### src/rtl/keypad_scan_debounce.sv
`timescale 1ns/1ps
// keypad_scan_debounce: 4x4 matrix keypad column scanner with press and release debounce.
// Define KEYPAD_AUTOREPEAT_EN to add auto-repeat strobes while an accepted key stays held.
module keypad_scan_debounce #(
  parameter int SCAN_DIV     = 1000,
  parameter int DEBOUNCE_CNT = 8,
  parameter int REPEAT_DELAY = 200,
  parameter int REPEAT_RATE  = 50
) (
  input  logic       clk,
  input  logic       rst_n,
  input  logic [3:0] row_in,
  output logic [3:0] col_out,
  output logic [3:0] key_code,
  output logic       key_valid,
  output logic       key_held
);

  localparam int DW = $clog2(SCAN_DIV);
  localparam int CW = $clog2(DEBOUNCE_CNT + 1);
  localparam logic [DW-1:0] DIV_LAST = DW'(SCAN_DIV - 1);
  localparam logic [CW-1:0] CNT_DONE = CW'(DEBOUNCE_CNT);

  if (SCAN_DIV < 4 || DEBOUNCE_CNT < 2 || REPEAT_DELAY < 1 || REPEAT_RATE < 1) begin : g_param_check
    $error("keypad_scan_debounce: parameter out of range");
  end

  typedef enum logic [1:0] {SCAN, DEBOUNCE, PRESSED} state_t;
  state_t state;

  logic [3:0]    row_meta;
  logic [3:0]    row_s;
  logic [3:0]    row_low;
  logic [DW-1:0] div;
  logic          tick;
  logic          valid;
  logic [1:0]    row_idx;
  logic [1:0]    row_lat;
  logic [1:0]    col_idx;
  logic [CW-1:0] cnt;
  logic [CW-1:0] rcnt;
  logic [CW-1:0] cnt_inc;
  logic [CW-1:0] rcnt_inc;

`ifdef KEYPAD_AUTOREPEAT_EN
  localparam int RMAX = (REPEAT_DELAY > REPEAT_RATE) ? REPEAT_DELAY : REPEAT_RATE;
  localparam int RW = $clog2(RMAX + 1);
  localparam logic [RW-1:0] RPT_DELAY = RW'(REPEAT_DELAY);
  localparam logic [RW-1:0] RPT_RATE  = RW'(REPEAT_RATE);
  logic [RW-1:0] rpt;
  logic [RW-1:0] rpt_inc;
  logic          rpt_phase;
  assign rpt_inc = rpt + RW'(1);
`endif

  // Rows idle high through the pull-ups, so the synchroniser resets to all ones.
  always_ff @(posedge clk or negedge rst_n) begin
    if (!rst_n) begin
      row_meta <= 4'hF;
      row_s    <= 4'hF;
    end else begin
      row_meta <= row_in;
      row_s    <= row_meta;
    end
  end

  always_ff @(posedge clk or negedge rst_n) begin
    if (!rst_n)    div <= '0;
    else if (tick) div <= '0;
    else           div <= div + DW'(1);
  end

  assign tick     = (div == DIV_LAST);
  assign row_low  = ~row_s;
  assign valid    = (row_low != 4'd0) && ((row_low & (row_low - 4'd1)) == 4'd0);
  assign cnt_inc  = cnt + CW'(1);
  assign rcnt_inc = rcnt + CW'(1);

  always_comb begin
    row_idx = 2'd0;
    case (row_low)
      4'b0010: row_idx = 2'd1;
      4'b0100: row_idx = 2'd2;
      4'b1000: row_idx = 2'd3;
      default: row_idx = 2'd0;
    endcase
  end

  function automatic logic [3:0] key_map(input logic [1:0] r, input logic [1:0] c);
    logic [3:0] code;
    code = 4'h0;
    case ({r, c})
      4'h0: code = 4'h1;  4'h1: code = 4'h2;  4'h2: code = 4'h3;  4'h3: code = 4'hA;
      4'h4: code = 4'h4;  4'h5: code = 4'h5;  4'h6: code = 4'h6;  4'h7: code = 4'hB;
      4'h8: code = 4'h7;  4'h9: code = 4'h8;  4'hA: code = 4'h9;  4'hB: code = 4'hC;
      4'hC: code = 4'hF;  4'hD: code = 4'h0;  4'hE: code = 4'hE;  4'hF: code = 4'hD;
    endcase
    return code;
  endfunction

  // Release returns to SCAN without rotating so the same key can be pressed again at once.
  always_ff @(posedge clk or negedge rst_n) begin
    if (!rst_n) begin
      state     <= SCAN;
      col_out   <= 4'b1110;
      col_idx   <= 2'd0;
      row_lat   <= 2'd0;
      cnt       <= '0;
      rcnt      <= '0;
      key_code  <= 4'h0;
      key_valid <= 1'b0;
      key_held  <= 1'b0;
`ifdef KEYPAD_AUTOREPEAT_EN
      rpt       <= '0;
      rpt_phase <= 1'b0;
`endif
    end else begin
      key_valid <= 1'b0;
      if (tick) begin
        case (state)
          SCAN: begin
            if (valid) begin
              row_lat <= row_idx;
              cnt     <= CW'(1);
              state   <= DEBOUNCE;
            end else begin
              col_out <= {col_out[2:0], col_out[3]};
              col_idx <= col_idx + 2'd1;
            end
          end
          DEBOUNCE: begin
            if (valid && row_idx == row_lat) begin
              if (cnt_inc == CNT_DONE) begin
                key_code  <= key_map(row_lat, col_idx);
                key_valid <= 1'b1;
                key_held  <= 1'b1;
                cnt       <= '0;
                rcnt      <= '0;
                state     <= PRESSED;
`ifdef KEYPAD_AUTOREPEAT_EN
                rpt       <= '0;
                rpt_phase <= 1'b0;
`endif
              end else begin
                cnt <= cnt_inc;
              end
            end else begin
              cnt     <= '0;
              state   <= SCAN;
              col_out <= {col_out[2:0], col_out[3]};
              col_idx <= col_idx + 2'd1;
            end
          end
          PRESSED: begin
            if (row_s[row_lat]) begin
`ifdef KEYPAD_AUTOREPEAT_EN
              rpt       <= '0;
              rpt_phase <= 1'b0;
`endif
              if (rcnt_inc == CNT_DONE) begin
                key_held <= 1'b0;
                rcnt     <= '0;
                state    <= SCAN;
              end else begin
                rcnt <= rcnt_inc;
              end
            end else begin
              rcnt <= '0;
`ifdef KEYPAD_AUTOREPEAT_EN
              if (!rpt_phase && rpt_inc == RPT_DELAY) begin
                key_valid <= 1'b1;
                rpt       <= '0;
                rpt_phase <= 1'b1;
              end else if (rpt_phase && rpt_inc == RPT_RATE) begin
                key_valid <= 1'b1;
                rpt       <= '0;
              end else begin
                rpt <= rpt_inc;
              end
`endif
            end
          end
          default: state <= SCAN;
        endcase
      end
    end
  end

endmodule

### config.mk
export PLATFORM = sky130hd
export DESIGN_NAME = keypad_scan_debounce
export DESIGN_NICKNAME = d
export VERILOG_FILES = /design/src/rtl/keypad_scan_debounce.sv
export SDC_FILE = /design/constraint.sdc
export NUM_CORES = 1
export LEC_CHECK = 0
export CAP_MARGIN = 40
export CORE_UTILIZATION = 55
export CTS_CLUSTER_SIZE = 8
export DETAILED_ROUTE_END_ITERATION = 16
export PLACE_DENSITY = 0.77
export SYNTH_ARGS = -nofsm -noshare
export SYNTH_HDL_FRONTEND = slang
export SYNTH_SLANG_ARGS = --single-unit
### constraint.sdc
create_clock -name clk -period 6.2 [get_ports clk]
set_input_delay 0.93 -clock clk [delete_from_list [all_inputs] [get_ports clk]]
set_output_delay 0.93 -clock clk [all_outputs]
set_load 0.02 [all_outputs]
After elaboration in Yosys (flattened, before gate mapping) --
Memories as Yosys holds them, arrays and structs flattened. A register that Yosys moved wholly into a read port is not among the register bits. Cells that the tools add are included.
Storage, ports and cells: output and inout bits 10, memories 1, flip-flop bits (word level) 38, bits in read-only memories 64
Memory list:
- (no name shown) | depth 16, bits a word 4, rd ports 1, clocked after Yosys merged registers in 1, write ports 0, line 92 | case ({r, c})
Operators by class: order comparisons 1, add/subtract/negate cells 5, mux-type cells 34, eq/ne operators 17, bitwise logic cells 2, reduce and logical (&&, ||, !) cells 15
Operators with widths (count):
- $mux W4 | 9
- $pmux W4 S2 | 3
- $mux W2 | 7
- $ne A2 B2 Y1 const B | 7
- $eq A4 B4 Y1 const B | 3
- $pmux W2 S3 | 2
- $reduce_and A4 Y1 | 3
- $add A10 B1 Y10 const B | 1
- $eq A10 B10 Y1 const B | 1
- $mux W10 | 1
- $mux W1 | 9
- $add A4 B1 Y4 const B | 2
- $reduce_and A3 Y1 | 2
- $reduce_and A6 Y1 | 1
- $reduce_and A5 Y1 | 1
- $and A4 B4 Y4 | 1
- $eq A4 B2 Y1 const B | 1
- $eq A4 B3 Y1 const B | 1
- $logic_not A4 Y1 | 1
- $not A4 Y4 | 1
- $pmux W2 S2 | 1
- $reduce_bool A2 Y1 | 2
- $reduce_bool A4 Y1 | 1
- $sub A4 B1 Y4 const B | 1
- other kinds (11) | 12

Longest topological paths before layout --
Gate-level depths: netlist of the first run.
depth in word-level cells 9, mapped depth 8, gate-level depth less buffers 7

Worst setup path after synthesis of the first run --
No wires, ideal clock.
path kind flip-flop to flip-flop, from reg row_s[3], to reg col_idx[1], data required time 6.075 ns, path buffers 1, setup time 0.125 ns, slack 4.176 ns, arrival time 1.899 ns, cell stages (with the launch flop) 8, cells stage by stage dfstp_2 > buf_6 > or3b_1 > a21oi_2 > nor3_2 > and2_4 > o21bai_4 > mux2_4
Between the ends: longest elaborated chain between the ends 8, elaborated cells on any way between the ends 15, classes of those cells add/sub: 1; eq/ne: 6; mux: 1; bitwise: 2; reduce/logical: 5
Ends and longest elaborated chain:
- start: declaration | line 32 | logic [3:0] row_s;
- start signal: assignment | line 63 | row_s <= row_meta;
- $not A4 Y4 (*) | line 74 | assign row_low = ~row_s;
- $sub A4 B1 Y4 | line 75 | assign valid = (row_low != 4'd0) && ((row_low & (row_low - 4'd1)) == 4'd0);
- $and A4 B4 Y4 | line 75
- $logic_not A4 Y1 | line 75
- $logic_and A1 B1 Y1 | line 75
- $logic_and A1 B1 Y1 | line 132 | if (valid && row_idx == row_lat) begin
- $ne A2 B2 Y1 (no source line)
- $reduce_and A4 Y1 (no source line) (*)
- end signal: assignment | line 128 | col_idx <= col_idx + 2'd1;
- end signal: assignment | line 151 | col_idx <= col_idx + 2'd1;
- end: declaration | line 39 | logic [1:0] col_idx;
Mark *: on every way between the ends. The rest lies on a longest branch, timed or not. A chain may end at the register's enable or synchronous reset.

Worst setup path after layout of the first run --
from reg col_out[2], to out col_out[2]
RTL lines:
- start: declaration | line 13 | output logic [3:0] col_out,
- start signal: assignment | line 127 | col_out <= {col_out[2:0], col_out[3]};
- start signal: assignment | line 150 | col_out <= {col_out[2:0], col_out[3]};
No word-level cell between the ends.

==> PnR_summary.wiki, run 1 <==
{| class="wikitable"
! Metric !! Value
|-
| Classification of the worst-slack hold path || flip-flop to flip-flop
|-
| Leading cell types by total area after synthesis || sky130_fd_sc_hd__dfrtp_1, sky130_fd_sc_hd__dfstp_2, sky130_fd_sc_hd__ha_1
|-
| Number of buffers created by CTS || 5
|-
| Met2 track demand over resource in global routing || a little over a third
|-
| Final critical path time including I/O delays and setup || around 2.4 ns
|-
| Critical path capture point type || output pin
|-
| Nets@finish || about 240
|-
| Worst-case clock buffer depth || 2
|-
| Slack of the critical path || between 3 and 4 ns
|-
| Placer Congestion || approximately 0.76
|-
| Antenna diode instance count || 0
|-
| Post-synthesis compound-gate area fraction || a little under an eighth
|-
| Final core utilization || between 60% and 70%
|-
| Post-synthesis mux area share || between 7 and 8%
|-
| Detailed Route Iter0 Violations || 90
|-
| Post-Synthesis Cell Area || between 0.002 and 0.0025 mm2
|-
| Top Ports || 16
|-
| Length in cells of the worst reg-to-reg path || 7
|-
| Syn Nets || about 220
|-
| Largest family of logic cells by synthesized area || simple AND/OR/NAND/NOR gates
|-
| Total routed wirelength || just over 4000 um
|-
| Via density per instance || 5.73
|-
| Worst Setup Start Kind || flip-flop
|-
| 1st-pass router iterations || 5
|-
| Synthesized-area fraction occupied by adder cells || 5.01%
|-
| R2r setup slk || between 4 and 5 ns
|-
| Worst EP arrival || roughly 1.5 ns
|-
| RSZ-0062 raised after global routing || false
|-
| Dominant delay contributor by cell family on the critical path || buffers and inverters
|-
| Number of synthesized register bits || 42
|-
| Final number of setup-violating endpoints || 0
|-
| Clk root buf || sky130_fd_sc_hd__clkbuf_8
|-
| Post-detailed-placement half-perimeter wirelength || 2960 um
|-
| Cell type with the largest total area after synthesis || sky130_fd_sc_hd__dfrtp_1
|-
| Maximum net fanout on the critical path || 3
|-
| Clock Sink Count || 42
|-
| Worst Min Path Start || row_meta[0]
|-
| Share of the synthesized netlist area taken by xor and xnor gates || about 4%
|-
| Slowest Stage Delay on Critical Path || 0.61 ns
|-
| Pre-CTS setup slack || 4.08 ns
|-
| Inst Count DP || roughly 260
|-
| Area of combinational cells with multiple inputs || around 0.0011 mm2
|-
| Worst EP required || roughly 5.3 ns
|-
| Leakage Power || 1.10 nW
|-
| Die width || around 66 um
|-
| Vertical extent of the die || approximately 66 um
|-
| Total negative setup slack || 0 ns
|-
| Vias after detailed routing || 1,554
|-
| Total number of H-tree levels || 2
|-
| Cell variety after synth || 49
|-
| Footprint of the flip-flops and latches || about 0.0011 mm2
|-
| Buffers plus inverters on the worst setup path || 1
|-
| Number of rows in the core area || 22
|-
| Area Overhead vs Synth || 12.8%
|-
| Clock latency on the worst-skew pair || 0.29 ns
|-
| Wire length of the first global-routing pass || around 7000 um
|-
| Final Hold Viols || 0
|-
| Worst VDD drop || approximately 0.13 mV
|-
| CTS tree || done
|-
| Fmax achieved || 0.420 GHz
|-
| Antenna-violating nets left || 0
|-
| Number of DRC violations after detailed routing || 0
|-
| Sequential element share of the synthesized area || around 47%
|-
| Power after layout || between 0.5 and 0.6 mW
|-
| Fraction of post-synthesis cell area in the top cell type by area || between 30% and 40%
|-
| Global-route layer with the greatest usage || met2
|-
| R2R Path End || col_out[0]
|-
| Cell count of the worst hold path || 0
|-
| Mapped Avg Cell Area || about 11 um2
|-
| Worst setup path category || flip-flop to output pin
|-
| Core region area || 0.00380 mm2
|-
| Post-route clock period utilization || 38.4%
|-
| Count of pins over their slew limit || 0
|-
| Total of hold buffers inserted after clock tree synthesis || 0
|-
| Maximum capacitance violations || 0
|-
| Met3 track utilization from global routing || 5.86%
|-
| Number of synthesized flops with an enable pin || 0
|-
| Total congestion overflow after global routing || 0
|-
| Routed WL per cell || between 10 and 15 um
|-
| Actual transition at the worst max-transition pin || 0.465 ns
|-
| Basic-gate share of the synthesized area counting and, or, nand and nor cells || slightly above 20%
|-
| Port-buffer cells || 15
|-
| Setup bufs post-CTS || 0
|-
| Share of flip-flops with an asynchronous set or reset || 100%
|-
| Vias in the first global route || between 1,000 and 1,500
|-
| Relative max-transition margin || a little under 70%
|-
| Ratio of cells with drive above 1 in the final layout || roughly a fifth
|-
| Fill cell count || 297
|-
| Worst min-delay path endpoint || row_s[0]
|-
| Number of cells in the finished layout apart from fillers || around 270
|-
| Worst Hold Margin || ~0.36 ns
|-
| Initial antenna violation count || 0
|-
| Placed Instance Area || roughly 0.0024 mm2
|-
| Number of cells upsized or downsized after cts || 0
|-
| Worst-path cell chain || clkdlybuf4s50_1
|-
| Effective utilization at floorplan || 59.2%
|-
| Total of warnings raised by yosys || 0
|-
| Final setup skew || between 0.003 and 0.004 ns
|-
| Cell with the largest stage delay on the worst path || sky130_fd_sc_hd__clkdlybuf4s50_1
|-
| Run status || finished clean
|-
| Final standard cell area without fillers || roughly 0.0025 mm2
|-
| Die area || about 0.0043 mm2
|-
| Worst reg2reg path startpoint || div[0]
|-
| Clock edge transition at the registers on the reported setup and hold paths || around 0.070 ns
|-
| Predominant post-synthesis flop cell || sky130_fd_sc_hd__dfrtp_1
|-
| Maximum number of pins on one net before global-route repair || 29
|-
| GR Util met1 || between 20% and 30%
|-
| Post-Syn Instances || between 200 and 250
|-
| Global routing usage summed across all routing layers || between 20 and 25%
|-
| Cell Pwr Density || around 210 mW/mm2
|}
## cell usage after synthesis, types with 4 or more instances
cell type                 count
sky130_fd_sc_hd__dfrtp_1     31
sky130_fd_sc_hd__xor2_1       5
sky130_fd_sc_hd__inv_1        6
sky130_fd_sc_hd__dfstp_2     11
sky130_fd_sc_hd__nand3_1     10
sky130_fd_sc_hd__xnor2_1      5
sky130_fd_sc_hd__and3_1       6
sky130_fd_sc_hd__nand2_1     20
sky130_fd_sc_hd__o21ai_0     12
sky130_fd_sc_hd__nor2b_1      5
sky130_fd_sc_hd__a21oi_1      5
sky130_fd_sc_hd__mux2i_1      6
sky130_fd_sc_hd__mux2_4       5
sky130_fd_sc_hd__nor2_1      14
sky130_fd_sc_hd__ha_1         9
sky130_fd_sc_hd__nor3_1       5
sky130_fd_sc_hd__buf_6        4
## cells by family after synthesis
| family | count (synthesis) |
|---|---|
| multiplexers | 12 |
| flip-flops | 42 |
| AO/OA/AOI/OAI | 36 |
| XOR/XNOR | 10 |
| AND/OR/NAND/NOR | 83 |
| adder cells (fa/ha/maj) | 9 |
| buffers and inverters | 15 |
## where the power goes
group          total, mW  internal, mW  switching, mW
Sequential         0.282         0.279        0.00343
Combinational     0.0148       0.00628        0.00854
Clock              0.226         0.139         0.0872
Total              0.523         0.424         0.0991
## state kept, by name, summed over array words and instances (netlist names)
name       flops
key_held       1
row_s          4
key_code       4
col_idx        2
state          2
row_lat        2
col_out        4
row_meta       4
rcnt           4
div           10
cnt            4
key_valid      1
## area by class of cell
class / instances / share of cell area, %
Multi-Input combinational cell: 150 / 42.7
Sequential cell: 42 / 42.0
Timing Repair Buffer: 17 / 6.81
Clock buffer: 8 / 5.23
Tap cell: 48 / 2.37
Inverter: 6 / 0.889
## worst max path at each step
| stage | start | end | slack, ns | cells after the start |
|---|---|---|---|---|
| 5_1_grt | col_out[2] | col_out[2] | 3.78 | 1 |
| 6_report | col_out[2] | col_out[2] | 3.82 | 1 |
| 3_3_place_gp | col_out[1] | col_out[1] | 4.16 | 1 |
| 3_5_place_dp | div[0] | col_out[0] | 4.08 | 7 |
| 4_1_cts | col_out[2] | col_out[2] | 3.81 | 1 |
| 2_1_floorplan | row_s[3] | col_idx[1] | 4.18 | 7 |
## layout by cell type, fill, tap and decap left out, types with 6 or more instances in the layout
cell / count
sky130_fd_sc_hd__nand2_1: 20
sky130_fd_sc_hd__mux2i_1: 6
sky130_fd_sc_hd__inv_1: 6
sky130_fd_sc_hd__dfstp_2: 11
sky130_fd_sc_hd__nand3_1: 10
sky130_fd_sc_hd__clkdlybuf4s50_1: 14
sky130_fd_sc_hd__and3_1: 6
sky130_fd_sc_hd__dfrtp_1: 31
sky130_fd_sc_hd__nor2_1: 14
sky130_fd_sc_hd__o21ai_0: 12
sky130_fd_sc_hd__clkbuf_8: 6
sky130_fd_sc_hd__ha_1: 9
## per-layer routing
metal  part of all wire (%)  wire length (um)
met2                     50              2030
met1                     46              1870
met4                   0.89                36
met3                    2.9               116
met5                      0                 0
(Power assumes the default switching activity.)
==> run 2, diff against run 1 <==
--- a/config.mk
+++ b/config.mk
@@ -6,7 +6,7 @@
 export NUM_CORES = 1
 export LEC_CHECK = 0
 export CAP_MARGIN = 40
-export CORE_UTILIZATION = 55
+export CORE_UTILIZATION = 52
 export CTS_CLUSTER_SIZE = 8
 export DETAILED_ROUTE_END_ITERATION = 16
 export PLACE_DENSITY = 0.77
==> constraint.sdc (replaced) <==
create_clock -name clk -period 1.95 [get_ports clk]
set_input_delay 0.2925 -clock clk [delete_from_list [all_inputs] [get_ports clk]]
set_output_delay 0.2925 -clock clk [all_outputs]
set_load 0.02 [all_outputs]
==> run 2 against run 1 <==
The flow now finishes with violations (setup timing). Global-route usage shrank 1.8 points. Critical path type is now flip-flop to flip-flop. Wire length grew 2.8%. Register-to-register slack lost 4.2 ns. Final cell count grew 8.1%. Largest cell class unchanged.
==> PnR_summary.wiki, run 2 (synthesis gave the netlist of run 1 again) <==
{| class="wikitable"
! Metric !! Value
|-
| Final setup skew || around 0.0094 ns
|-
| Maximum number of pins on one net before global-route repair || 43
|-
| Final core utilization || about two thirds
|-
| Number of buffers created by CTS || 5
|-
| Dominant delay contributor by cell family on the critical path || simple AND/OR/NAND/NOR gates
|-
| R2R Path End || col_out[0]
|-
| Worst EP required || around 2.1 ns
|-
| Maximum capacitance violations || 0
|-
| Leakage Power || 1.25 nW
|-
| Antenna diode instance count || 0
|-
| Buffers plus inverters on the worst setup path || 0
|-
| Ratio of cells with drive above 1 in the final layout || a little under a third
|-
| Slowest Stage Delay on Critical Path || between 0.5 and 0.6 ns
|-
| Top library cells by usage in the layout, fill and taps aside || sky130_fd_sc_hd__dfrtp_1, sky130_fd_sc_hd__nand2_1, sky130_fd_sc_hd__buf_4, sky130_fd_sc_hd__clkdlybuf4s50_1, sky130_fd_sc_hd__nor2_1
|-
| Die area || 0.00459 mm2
|-
| Max reg flops || 10
|-
| Length in cells of the worst reg-to-reg path || 6
|-
| Global routing usage summed across all routing layers || roughly a fifth
|-
| Wire length of the first global-routing pass || approximately 6600 um
|-
| Worst VDD drop || ~0.45 mV
|-
| Worst EP arrival || about 2.2 ns
|-
| Antenna-violating nets left || 0
|-
| Vias in the first global route || ~1,500
|-
| Via density per instance || 5.53
|-
| Total negative setup slack || -0.471 ns
|-
| Number of rows in the core area || 23
|-
| RSZ-0062 raised after global routing || true
|-
| Clock latency on the worst-skew pair || about 0.30 ns
|-
| 1st-pass router iterations || 4
|-
| Clock Sink Count || 42
|-
| Area Overhead vs Synth || 22.3%
|-
| Classification of the worst-slack hold path || input pin to async pin
|-
| Total congestion overflow after global routing || 0
|-
| CTS tree || done
|-
| Final number of setup-violating endpoints || 11
|-
| Worst-path cell chain || or3b_4, a21oi_4, nor3_4, and2_4, o21bai_4, mux2_4
|-
| Final critical path time including I/O delays and setup || 2.04 ns
|-
| Most common library cell in the layout ignoring fill and taps || sky130_fd_sc_hd__dfrtp_1
|-
| Register bank with the most flops || div
|-
| Cell with the largest stage delay on the worst path || sky130_fd_sc_hd__dfstp_2
|-
| Clk root buf || sky130_fd_sc_hd__clkbuf_8
|-
| Worst setup path category || flip-flop to flip-flop
|-
| Die width || 67.7 um
|-
| Relative max-transition margin || roughly two thirds
|-
| Cell Pwr Density || between 500 and 600 mW/mm2
|-
| Number of DRC violations after detailed routing || 0
|-
| Endpoint of the worst setup timing path || col_out[0]
|-
| Routed WL per cell || roughly 14 um
|-
| Placer Congestion || 0.820
|-
| Maximum net fanout on the critical path || 6
|-
| Run status || complete, but fails checks
|-
| Effective utilization at floorplan || a little over half
|-
| Crit. Startpoint || row_s[3]
|-
| Total routed wirelength || roughly 4200 um
|-
| Worst Hold Margin || 0.0472 ns
|-
| Failing checks || setup timing
|-
| Final Hold Viols || 0
|-
| Fmax achieved || between 0.4 and 0.5 GHz
|-
| Vias after detailed routing || about 1,600
|-
| Post-detailed-placement half-perimeter wirelength || between 2000 and 3000 um
|-
| Core region area || between 0.004 and 0.005 mm2
|-
| Nets@finish || between 200 and 300
|-
| R2r setup slk || -0.09 ns
|-
| Initial antenna violation count || 0
|-
| Worst Setup Start Kind || flip-flop
|-
| Total number of H-tree levels || 2
|-
| Worst reg2reg path startpoint || row_s[3]
|-
| Count of pins over their slew limit || 0
|-
| Worst-case clock buffer depth || 2
|-
| Slack of the critical path || -0.0915 ns
|-
| Port-buffer cells || 15
|-
| Critical path capture point type || flip-flop
|-
| Stages on worst setup path || 6
|-
| Total of hold buffers inserted after clock tree synthesis || 0
|-
| Vertical extent of the die || 67.7 um
|-
| Clock edge transition at the registers on the reported setup and hold paths || 0.08 ns
|-
| Actual transition at the worst max-transition pin || 0.504 ns
|-
| Top Ports || 16
|-
| Post-route clock period utilization || 105%
|-
| Detailed Route Iter0 Violations || 71
|}
## run 2: what timing repair did
| item | 4_1_cts | 5_1_grt |
|---|---|---|
| setup endpoints to repair | 5 | 22 |
| setup buffers | 2 | 3 |
| pin swaps | 10 | 7 |
| resized for setup | 4 | 19 |
## run 2: power by group
group | switching (mW) | internal (mW) | total, mW | leakage [nW]
Sequential | 0.00853 | 0.886 | 0.895 | 0.534
Combinational | 0.0317 | 0.0288 | 0.0605 | 0.663
Clock | 0.293 | 0.285 | 0.578 | 0.0515
## run 2: per-stage QoR
step / power (mW) / cell area [um2] / cells / setup WS, ns
floorplan: 0.931 / 2250 / 207 / -0.0742
global placement: 0.960 / 2500 / 280 / 0.00762
detailed placement: 0.961 / 2500 / 280 / -0.0259
CTS: 1.54 / 2650 / 290 / -0.0462
global route: 1.61 / 2750 / 293 / -0.160
finish: 1.53 / 2750 / 293 / -0.0915
## run 2: layer usage
layer | wire (um) | part of all wire [%] | GRT usage, % | up-vias
li1 | - | - | - | 802
met1 | 1970 | 47 | 25.7 | 781
met2 | 2000 | 48 | 31.6 | 25
met3 | 104 | 2.5 | 5.07 | 11
met4 | 88 | 2.1 | 7.71 | 0
met5 | 0 | 0 | 0 | -
## run 2: layout make-up
class	count	area (um2)
clock buffers	6	82.6
clock inverters	2	11.3
fillers	309	1340
inverters	6	22.5
multi-input cells	150	1160
flip-flops and latches	42	1060
well taps	50	62.6
repair buffers	37	347
## run 2: how the worst min path moves through the flow
stage	slack (ns)	cells after the start	end
2_1_floorplan	-0.003	0	cnt[0]
3_3_place_gp	0.35	0	row_s[0]
3_5_place_dp	0.35	0	row_s[2]
4_1_cts	0.06	2	div[9]
5_1_grt	0.08	2	row_lat[1]
6_report	0.05	2	div[9]
==> edit 1, RTL diff (flow settings as in run 2) <==
The 3 states of `state_t` get a one-hot encoding in 3 bits.
--- a/src/rtl/keypad_scan_debounce.sv
+++ b/src/rtl/keypad_scan_debounce.sv
@@ -26,5 +26,5 @@
   end
 
-  typedef enum logic [1:0] {SCAN, DEBOUNCE, PRESSED} state_t;
+  typedef enum logic [2:0] {SCAN = 3'b001, DEBOUNCE = 3'b010, PRESSED = 3'b100} state_t;
   state_t state;
 
Formal check against the unedited RTL: same outputs for any inputs over 10 cycles, from zero or initial values and one cycle with rst_n low; not proved beyond that.
==> edit 1 against run 2 <==
  * The run still ends with negative setup slack left
  * Area after synthesis up 5.2%
  * Sequential cell count up 1
  * Critical path depth up 1
  * Design area up 17%
  * Worst setup slack worse by 110 ps
  * First-iteration DRC count up 14%
  * Total power up 4.8%
  * Wire length up 21%
  * Global-route usage up 2.2 points
  * Critical path type unchanged
  * Largest power group unchanged
==> edit 1: results (changes against run 2) <==
- DR WL/cell: 14.9 µm (+4.9%)
- Synth Area in Compound Gates: 15.4% (+4.0 points)
- First-pass GRT wire length: 8490 µm (+28%)
- GR Util All Layers: 22.0% (+2.2 points)
- Worst-case clock buffer depth: 2 (unchanged)
- Setup ws final: -205 ps (-113 ps)
- Setup TNS Final: -2330 ps (-1860 ps)
- Slew @ Worst Pin: 532 ps (+28.1 ps)
- Largest net degree at the start of global routing: 44 (+2.3%)
- Multi-In Gates: 161 (+7.3%)
- Leak: 1.42 nW (+14%)
- Distinct cells, synth: 61 (+24%)
- Final Net Count: 299 (+16%)
- Seq/Total Area, Yosys: 46.1% (-1.2 points)
- Num tapcells: 52 (+4.0%)
- VDD IR max: 0.410 mV (-9.8%)
- Postcts setup bufs: 7 (+5)
- Number of global-route vias before repair: 1900 (+30%)
- DPL Wire Length: 3340 µm (+21%)
- Inverters: 5 (-1)
- Placed Area: 0.00286 mm² (+14%)
- Syn Nets: 233 (+5.0%)
- Clock buffer count: 7 (+1)
- Clock buf/inv share: 3.20% (-0.21 points)
- TritonRoute pass-1 iters: 4 (unchanged)
- Clock sink count: 43 (+2.4%)
- Share of cells above drive strength 1: 42.1% (+12 points)
- FF+latch area: 0.00109 mm² (+2.5%)
- RePlAce Congestion: 0.844 (+2.9%)
- P_sw: 0.343 mW (+2.9%)
- Inserted Diodes: 0 (unchanged)
- Crit path from: row_s[1]
- Hold slack: 47.9 ps (+0.654 ps)
- Failing checks: negative setup slack
- Commonest cells in the netlist: 31 x dfrtp_1, 24 x nand2_1, 14 x o21ai_0, 12 x dfstp_2, 11 x nor2_1
- Synth Area in Adders: 4.76% (-0.25 points)
- # setup viols final: 18 (+7)
- Clock share of power: 38.8% (+1.1 points)
- Clk_skew: 6.11 ps (-3.28 ps)
- Status: complete, but fails checks
- R2R cell count: 7 (+1)
- Multi-input gate share of total cell area: 42.3% (+0.20 points)
- Place WS: -159 ps (-133 ps)
- Vias per cell: 5.66 (+2.4%)
- HP Class: input pin to asynchronous set/reset pin
- Repair and plain buffers: 68 (+84%)
- Multiplexer area fraction after synthesis: 6.61% (-0.57 points)
- Post-Synth XOR/XNOR Area: 2.96% (-0.93 points)
- Non-clock buffers, area share: 17.8% (+5.2 points)
- Critical path arrival: 2330 ps (+110 ps)
- CP Max Fanout: 5 (-1)
- Synth area leaders: dfrtp_1 33%, dfstp_2 13%, ha_1 4.8%
- Drt initial violations: 81 (+14%)
- Fillers: 290 (-6.1%)
- Post-CTS sizing: 15 (+11)
- Seq group: 0.914 mW (+2%)
## edit 1: cell types whose count changed after synthesis, sizes merged, moves of 3 or more
| cell | delta |
|---|---|
| mux2 | +6 |
| mux2i | -5 |
| nor2b | -4 |
| a211o | +3 |
| and3 | -3 |
| nor2 | -3 |
| or3b | +3 |
## edit 1: layer usage
layer	wire, µm	GRT usage (%)
met4	38	7.71
met1	2270	28.7
met2	2590	36.2
met5	0	0
met3	131	4.80
## edit 1: logic make-up after synthesis
kind of cell / Yosys count
fa+ha+maj: 9
simple gates: 81
flops: 43
buf+inv: 14
mux: 13
compound gates: 50
xor+xnor: 8
## edit 1: critical path, stage by stage (launching register included)
cell and delay (ps):
dfstp_2 540, or3b_4 400, a211oi_4 310, buf_4 160, nor3_2 40, o21ai_2 140, buf_6 150, mux2_4 290
## edit 1: stage by stage
step                instances  util [%]  power, mW
floorplan                 218         -      0.953
global placement          316      65.7      0.989
detailed placement        316      65.7      0.991
CTS                       331      70.6       1.61
global route              337      73.5       1.67
finish                    337      73.5       1.61
==> edit 2, RTL diff (settings of run 2) <==
Made on the original files. Change the parameter `DEBOUNCE_CNT` from 8 to 32.
--- a/src/rtl/keypad_scan_debounce.sv
+++ b/src/rtl/keypad_scan_debounce.sv
@@ -4,5 +4,5 @@
 module keypad_scan_debounce #(
   parameter int SCAN_DIV     = 1000,
-  parameter int DEBOUNCE_CNT = 8,
+  parameter int DEBOUNCE_CNT = 32,
   parameter int REPEAT_DELAY = 200,
   parameter int REPEAT_RATE  = 50
Behaviour: same outputs for any inputs over 10 cycles, from zero or initial values and one cycle with rst_n low; that may be too few to reach the edited logic, so the function may still have changed.
==> edit 2 against run 2 <==
  * The run still ends with negative setup slack left
  * Largest power group unchanged
  * Largest cell class unchanged
  * Sequential cell count increased by 4
  * Wire length increased by 27%
  * Worst setup slack improved by 22 ps
  * Area after synthesis increased by 12%
  * Global-route usage increased by 3.3 points
  * Design area increased by 19%
  * Total power increased by 7.9%
  * Die area increased by 11%
==> edit 2: results (changes against run 2) <==
- Status: complete, but fails checks
- Failing checks: negative setup slack
- Internal power: 1.30 mW (+8.1%)
- # setup viols final: 10 (-1)
- Power Total: 1.65 mW (+7.9%)
- Synth Instances: 236 (+14%)
- Met3 Usage GRT: 5.06% (about the same)
- Setup ws final: -69.2 ps (+22.3 ps)
- Commonest cells in the netlist: 35 x dfrtp_1, 24 x nand2_1, 16 x o21ai_0, 15 x nor2_1, 12 x nand3_1
- Post-Synth XOR/XNOR Area: 4.19% (+0.29 points)
- Distinct cells, synth: 61 (+24%)
- DPL Wire Length: 3610 µm (+31%)
- Share of cells above drive strength 1: 33.3% (+2.9 points)
- Synth area leaders: dfrtp_1 35%, dfstp_2 12%, ha_1 5.5%
- Clock share of power: 36.1% (-1.6 points)
- Cts hold-fix bufs: 1 (+1)
- GR Util All Layers: 23.1% (+3.3 points)
- VDD IR max: 0.507 mV (+12%)
- Seq/Total Area, Yosys: 46.4% (-1.0 points)
- Number of global-route vias before repair: 2012 (+38%)
- HP Class: register to register
- Clk_skew: 6.42 ps (-2.96 ps)
- Final Net Count: 310 (+21%)
- Leak: 1.43 nW (+15%)
- Post-CTS sizing: 12 (+8)
- Synth Area in Compound Gates: 14.9% (+3.5 points)
- Syn Nets: 253 (+14%)
- Hold Vio Cnt, Final: 0 (unchanged)
- Routed met3 length: 185 µm (+78%)
- Met2 usage: 37.9% (+6.3 points)
- Largest net degree at the start of global routing: 19 (-56%)
- Met1 Use GR: 31.0% (+5.3 points)
- Rel. slew slack: 72.4% (+6.0 points)
- DP Cell Count: 332 (+19%)
- Multiplexer area fraction after synthesis: 6.63% (-0.56 points)
- FF-to-FF Start: row_s[1]
- Critical path arrival: 2250 ps (+30 ps)
- Post-route insts no fill: 346 (+18%)
[edit 2: cell type report]
cell class,instances,area [µm²]
clock buffers,8,90.1
repair buffers,55,475
fillers,306,1250
inverters,10,37.5
multi-input cells,175,1420
well taps,52,65.1
flip-flops and latches,46,1160
[edit 2: critical path, stage by stage (launching register included)]
cell and delay (ps):
dfstp_2 570, or4b_4 480, a21oi_4 230, nor3_4 60, o21ai_4 240, mux2_1 360
[edit 2: final timing paths]
kind | end | cells past startpoint | slack (ps)
max in group asynchronous | col_out[3] | 3 | 880
min | row_s[0] | 0 | 360
max reg2reg | col_out[3] | 5 | -70
min in group asynchronous | cnt[1] | 2 | 440
max | col_out[3] | 5 | -70
min reg2reg | row_s[0] | 0 | 360
[edit 2: through the flow]
stage	setup slack (ps)	setup TNS [ps]	instance area (µm²)
after CTS	-79.8	-620	3150
final	-69.2	-567	3260
after floorplan	-65.4	-404	2530
after global routing	-149	-1450	3260
after detailed placement	-101	-508	2980
after global placement	-75.3	-262	2980
